## src/rtl/sevenseg_pkg.sv

```systemverilog
// Shared types and constants for the seven-segment scanner.
package sevenseg_pkg;

   typedef enum logic {BLANK = 1'b0, DRIVE = 1'b1} scan_state_e;

   // Hex digit glyphs, bit 6 = segment a ... bit 0 = segment g, 1 = lit.
   localparam logic [6:0] HEX_SEG [16] = '{
      7'h7E, 7'h30, 7'h6D, 7'h79, 7'h33, 7'h5B, 7'h5F, 7'h70,
      7'h7F, 7'h7B, 7'h77, 7'h1F, 7'h4E, 7'h3D, 7'h4F, 7'h47
   };

   function automatic int unsigned idx_width(input int unsigned n);
      return (n < 2) ? 1 : $clog2(n);
   endfunction

endpackage

```

## src/rtl/sevenseg_prescaler.sv

```systemverilog
// Digit-slot prescaler: counts 0..CLK_DIV-1, flags slot end and blank-window end.
module sevenseg_prescaler #(
   parameter int unsigned CLK_DIV      = 100000,
   parameter int unsigned BLANK_CYCLES = 16,
   localparam int unsigned CNT_W       = $clog2(CLK_DIV)
) (
   input  logic             aclk,
   input  logic             aresetn,
   output logic [CNT_W-1:0] count,
   output logic             slot_tick,
   output logic             blank_end
);

   assign slot_tick = (count == CNT_W'(CLK_DIV - 1));
   assign blank_end = (count == CNT_W'(BLANK_CYCLES - 1));

   always_ff @(posedge aclk or negedge aresetn) begin
      if (!aresetn)       count <= '0;
      else if (slot_tick) count <= '0;
      else                count <= count + 1'b1;
   end

endmodule

```

## src/rtl/sevenseg_scan_ctrl.sv

```systemverilog
// Time-multiplexed seven-segment scanner with anti-ghost blanking and double-buffered patterns.
// Optional brightness PWM on the anode is enabled by defining SEVENSEG_DIMMING_EN.
module sevenseg_scan_ctrl
   import sevenseg_pkg::*;
#(
   parameter int unsigned NUM_DIGITS   = 8,
   parameter int unsigned SEG_W        = 7,
   parameter int unsigned CLK_DIV      = 100000,
   parameter int unsigned BLANK_CYCLES = 16,
   parameter bit          ACTIVE_LOW   = 1'b1,
   localparam int unsigned IDX_W       = idx_width(NUM_DIGITS)
) (
   input  logic                        aclk,
   input  logic                        aresetn,
   input  logic [NUM_DIGITS*SEG_W-1:0] seg_in,
   input  logic [NUM_DIGITS-1:0]       dp_in,
   input  logic [NUM_DIGITS-1:0]       digit_en,
`ifdef SEVENSEG_DIMMING_EN
   input  logic [3:0]                  bright,
`endif
   input  logic                        load,
   output logic [SEG_W-1:0]            cathode,
   output logic                        dp,
   output logic [NUM_DIGITS-1:0]       anode,
   output logic [IDX_W-1:0]            digit_idx,
   output logic                        frame_done,
   output logic                        busy_pending
);

   localparam int unsigned CNT_W = $clog2(CLK_DIV);

   logic [CNT_W-1:0]            presc;
   logic                        slot_tick, blank_end, wrap, dim_on;
   scan_state_e                 state, state_nxt;
   logic [IDX_W-1:0]            idx;
   logic [NUM_DIGITS*SEG_W-1:0] act_seg, shd_seg;
   logic [NUM_DIGITS-1:0]       act_dp, shd_dp;
   logic                        pending;
   logic [NUM_DIGITS-1:0]       anode_nxt;
   logic [SEG_W-1:0]            cathode_nxt;
   logic                        dp_nxt;

   sevenseg_prescaler #(
      .CLK_DIV      (CLK_DIV),
      .BLANK_CYCLES (BLANK_CYCLES)
   ) u_prescaler (
      .aclk      (aclk),
      .aresetn   (aresetn),
      .count     (presc),
      .slot_tick (slot_tick),
      .blank_end (blank_end)
   );

   assign wrap         = slot_tick && (idx == IDX_W'(NUM_DIGITS - 1));
   assign digit_idx    = idx;
   assign busy_pending = pending;

   always_ff @(posedge aclk or negedge aresetn) begin
      if (!aresetn) begin
         state      <= BLANK;
         idx        <= '0;
         frame_done <= 1'b0;
      end else begin
         state      <= state_nxt;
         frame_done <= wrap;
         if (slot_tick) idx <= wrap ? '0 : idx + 1'b1;
      end
   end

   always_comb begin
      state_nxt = state;
      case (state)
         BLANK:   if (blank_end) state_nxt = DRIVE;
         DRIVE:   if (slot_tick) state_nxt = BLANK;
         default: state_nxt = BLANK;
      endcase
   end

   // A load coinciding with the frame wrap bypasses the shadow so slot 0 already shows it.
   always_ff @(posedge aclk or negedge aresetn) begin
      if (!aresetn) begin
         act_seg <= '0;
         act_dp  <= '0;
         shd_seg <= '0;
         shd_dp  <= '0;
         pending <= 1'b0;
      end else if (load) begin
         shd_seg <= seg_in;
         shd_dp  <= dp_in;
         if (wrap) begin
            act_seg <= seg_in;
            act_dp  <= dp_in;
            pending <= 1'b0;
         end else begin
            pending <= 1'b1;
         end
      end else if (wrap && pending) begin
         act_seg <= shd_seg;
         act_dp  <= shd_dp;
         pending <= 1'b0;
      end
   end

`ifdef SEVENSEG_DIMMING_EN
   // Only consulted in DRIVE, where presc >= BLANK_CYCLES, so the subtraction cannot underflow.
   assign dim_on = ((32'(presc) - BLANK_CYCLES) * 16) < (32'(bright) * (CLK_DIV - BLANK_CYCLES));
`else
   assign dim_on = 1'b1;
`endif

   always_comb begin
      anode_nxt   = '0;
      cathode_nxt = '0;
      dp_nxt      = 1'b0;
      if (state == DRIVE) begin
         cathode_nxt = act_seg[idx*SEG_W +: SEG_W];
         dp_nxt      = act_dp[idx];
         if (digit_en[idx] && dim_on) anode_nxt = NUM_DIGITS'(1) << idx;
      end
   end

   always_ff @(posedge aclk or negedge aresetn) begin
      if (!aresetn) begin
         anode   <= {NUM_DIGITS{ACTIVE_LOW}};
         cathode <= {SEG_W{ACTIVE_LOW}};
         dp      <= ACTIVE_LOW;
      end else begin
         anode   <= anode_nxt ^ {NUM_DIGITS{ACTIVE_LOW}};
         cathode <= cathode_nxt ^ {SEG_W{ACTIVE_LOW}};
         dp      <= dp_nxt ^ ACTIVE_LOW;
      end
   end

endmodule

```

## config.mk

```make
export PLATFORM = sky130hd
export DESIGN_NAME = sevenseg_scan_ctrl
export DESIGN_NICKNAME = d
export VERILOG_FILES = /design/src/rtl/sevenseg_pkg.sv /design/src/rtl/sevenseg_prescaler.sv /design/src/rtl/sevenseg_scan_ctrl.sv
export SDC_FILE = /design/constraint.sdc
export NUM_CORES = 1
export LEC_CHECK = 0
export CAP_MARGIN = 0
export CORE_UTILIZATION = 30
export DETAILED_ROUTE_END_ITERATION = 10
export PLACE_DENSITY = 0.47
export SYNTH_ARGS = -nofsm -noshare
export SYNTH_HDL_FRONTEND = slang
export SYNTH_SLANG_ARGS = --single-unit
```

## constraint.sdc

```tcl
create_clock -name aclk -period 3.6 [get_ports aclk]
set_clock_uncertainty 0.05 [all_clocks]
set_input_delay 0.72 -clock aclk [delete_from_list [all_inputs] [get_ports aclk]]
set_output_delay 0.72 -clock aclk [all_outputs]
set_load 0.01 [all_outputs]
```

==> run summary <==
Layout Cell Area excl Fill: 0.009077 mm^2
Buffers on Ports: 95
Final Instance Count excl. Fillers: 893
Routed WL per cell: 16.80 um
pwr/cell area: 457.4 mW/mm^2
initial antenna violation count: 0
CTS tree: yes
crit path launch type: flip-flop
first-pass GRT wire length: 25000 um
Net Count, Synth: 545
Iteration-0 DRC Markers: 168
Std-Cell Rows: 56
static leakage power: 4.068 nW
ranking of synthesized cells by area: dfrtp_1, mux2_4, mux2_2, dfstp_2, mux4_2
number of inserted diodes: 0
total global-route track usage: 0.1348
fill count: 2231
clk sink count: 167
unrepaired setup endpoints after global routing: no
worst voltage drop across the vdd grid: 0.2944 mV
die boundary width: 157.5 um
headroom to the max-slew limit: 0.4099
pin count of the biggest net entering global routing: 93
classification of the worst setup path: reg2reg
number of max-capacitance violations reported: 0
CTS clock-pin slew for the worst setup and hold paths: 0.07 ns
synth-to-layout area growth: 25.06%
Critical Path End Type: flip-flop
sequential-to-total area share from yosys stat: 0.5785
ratio of cells with drive above 1 in the final layout: 0.3711
Hold-fix buffers, CTS: 0
cell type with the highest aggregate area in the netlist: dfrtp_1
minimum period implied by the final worst setup slack: 3.022 ns
Yosys reg bits: 167
dpl ws: 0.5890 ns
Top Ports: 96
clk buf depth: 2
fraction of post-synthesis cell area in the top cell type by area: 0.5206
fin. max-slew vios: 0
measured slew at the worst slew-check pin: 0.8851 ns
Yosys warning count: 0
TritonCTS Buffers: 17
final clock period utilization by the worst path: 0.8394
Die H: 157.5 um
clock root buffer: clkbuf_16
post-DP HPWL: 10370 um
average vias per placed instance: 4.436
data required time of the worst path: 3.85 ns
total detailed-routing wirelength: 15000 um
die area: 0.02482 mm^2
TritonRoute pass-1 iters: 4
Crit Path Max Fanout: 22
weighted congestion at the end of routability-driven global placement: 0.7920
vias in the first global route: 4435
final setup margin: 0.5780 ns
number of instances in the synthesized netlist: 463
worst slack on hold paths: 0.2857 ns
Post-CTS Setup Repair Bufs: 0
Final Net Count: 643
highest clock frequency the design can meet: 0.3309 GHz
synthesized area divided by synthesized cell count: 15.68 um^2
number of resized instances in the post-cts repair step: 0
DRC: 0
synth unique cells: 35
final setup violating endpoints: 0
Core ar.: 0.02361 mm^2
final sum of negative setup slack: 0 ns
worst-skew pair later-pin latency: 0.43 ns
count of vias placed by the detailed router: 3961
Placed Cells: 861
path type of the worst min-delay path: in2async
initial core utilization: 0.3074
final-report hold violation count: 0
number of H-tree levels: 4
run status: complete, no violations
arrival time at the worst endpoint: 3.28 ns
summed instance area of the synthesized netlist: 0.007258 mm^2
DRT antenna net count: 0
Cell Area, Placed: 0.008454 mm^2
global route overflow: 0
## worst max-delay path: stages, from the launching register on
cell	delay, ns
dfrtp_1	0.44
or4_1	0.56
or4_4	0.60
or3b_4	0.60
buf_4	0.31
mux2_4	0.32
## cell families (layout without fill, tap and decap cells)
| kind of cell | Yosys count | count (layout) | share of synthesized area |
|---|---|---|---|
| fa+ha+maj | 7 | 7 | 0.01207 |
| mux | 147 | 147 | 0.2870 |
| simple gates | 92 | 92 | 0.06465 |
| buf+inv | 30 | 141 | 0.03586 |
| flops | 167 | 167 | 0.5785 |
| compound gates | 5 | 5 | 0.003792 |
| xor+xnor | 15 | 15 | 0.01810 |
## cell type report
cell class                 count  area [um^2]  share of cell area
clock inverter                11        172.7             0.01902
timing repair buffer         106         1042              0.1148
inverter                       3        11.26            0.001241
sequential                   167         4200              0.4627
tap                          319        399.1             0.04397
multi-input combinational    266         2801              0.3086
clock buffer                  21        450.4             0.04962
## Yosys cell counts
master,count
nand4_1,10
buf_1,2
and4_2,1
or4_2,1
xor2_1,6
dfstp_2,16
and4_1,3
clkbuf_1,15
nand3_1,12
mux2_2,69
inv_1,3
xnor2_1,9
ha_1,7
o21ai_0,3
or3b_1,1
mux4_2,18
and2_2,1
nor3_1,2
and2_1,4
clkdlybuf4s15_1,1
dfrtp_1,151
or4_4,1
nand3b_1,1
nand2_1,38
nor2_1,10
or4_1,1
or3_2,2
buf_12,6
a21oi_1,1
o21a_1,1
or4b_1,1
bufbuf_16,1
mux2_4,60
nor4_1,3
buf_6,2
## placed cells by master (no fill, tap or decap), types with 4 or more instances in the layout
cell	instances
nand4_1	10
buf_4	10
ha_1	7
xnor2_1	9
clkbuf_16	17
mux2_4	60
dfstp_2	16
and2_1	4
nor2_1	10
mux2_2	69
nand3_1	12
clkdlybuf4s50_1	93
bufinv_16	4
dfrtp_1	150
nand2_1	38
mux4_2	18
xor2_1	6
## flip-flops by register name (all words and copies together), names as in the netlist
| name | count |
|---|---|
| act_seg | 56 |
| shd_seg | 56 |
| u_prescaler.count | 17 |
| act_dp | 8 |
| anode | 8 |
| shd_dp | 8 |
| cathode | 7 |
| digit_idx | 3 |
| busy_pending | 1 |
| dp | 1 |
| frame_done | 1 |
| state | 1 |
## per-layer routing
| layer | vias to the layer above | part of all wire | wire length, um | track usage |
|---|---|---|---|---|
| met5 | - | 0 | 0 | 0 |
| met1 | 2032 | 0.48 | 7269 | 0.1823 |
| met4 | 0 | 0.017 | 250 | 0.05132 |
| met2 | 73 | 0.47 | 7035 | 0.2111 |
| met3 | 16 | 0.030 | 445 | 0.02836 |
| li1 | 1840 | - | - | - |
## where the power goes
part           switching, W  leakage, nW  internal, W  total, W
combinational      0.000114         1.67     0.000145  0.000258
sequential        0.0000163         2.11      0.00195   0.00197
clock              0.000745        0.295      0.00118   0.00193
## stage by stage
step	power (W)	utilization
2_1_floorplan	0.002102	-
3_3_place_gp	0.002265	0.3580
3_5_place_dp	0.002270	0.3580
4_1_cts	0.004209	0.3844
5_1_grt	0.004317	0.3844
6_report	0.004152	0.3844
## path summary, 6_finish.rpt
| path | from | end | slack, ns | cells after the start |
|---|---|---|---|---|
| worst max-delay path | u_prescaler.count[12]$_DFF_PN0_ | act_seg[54]$_DFFE_PN0P_ | 0.58 | 5 |
| worst min-delay path | aresetn | shd_seg[27]$_DFFE_PN0P_ | 0.29 | 1 |
| worst max register to register | u_prescaler.count[12]$_DFF_PN0_ | act_seg[54]$_DFFE_PN0P_ | 0.58 | 5 |
| worst min register to register | shd_seg[46]$_DFFE_PN0P_ | shd_seg[46]$_DFFE_PN0P_ | 0.45 | 1 |
| max in group asynchronous | aresetn | shd_dp[3]$_DFFE_PN0P_ | 2.31 | 2 |
| min in group aclk | shd_seg[46]$_DFFE_PN0P_ | shd_seg[46]$_DFFE_PN0P_ | 0.45 | 1 |
Note: power is estimated with default switching activity, not from simulation.
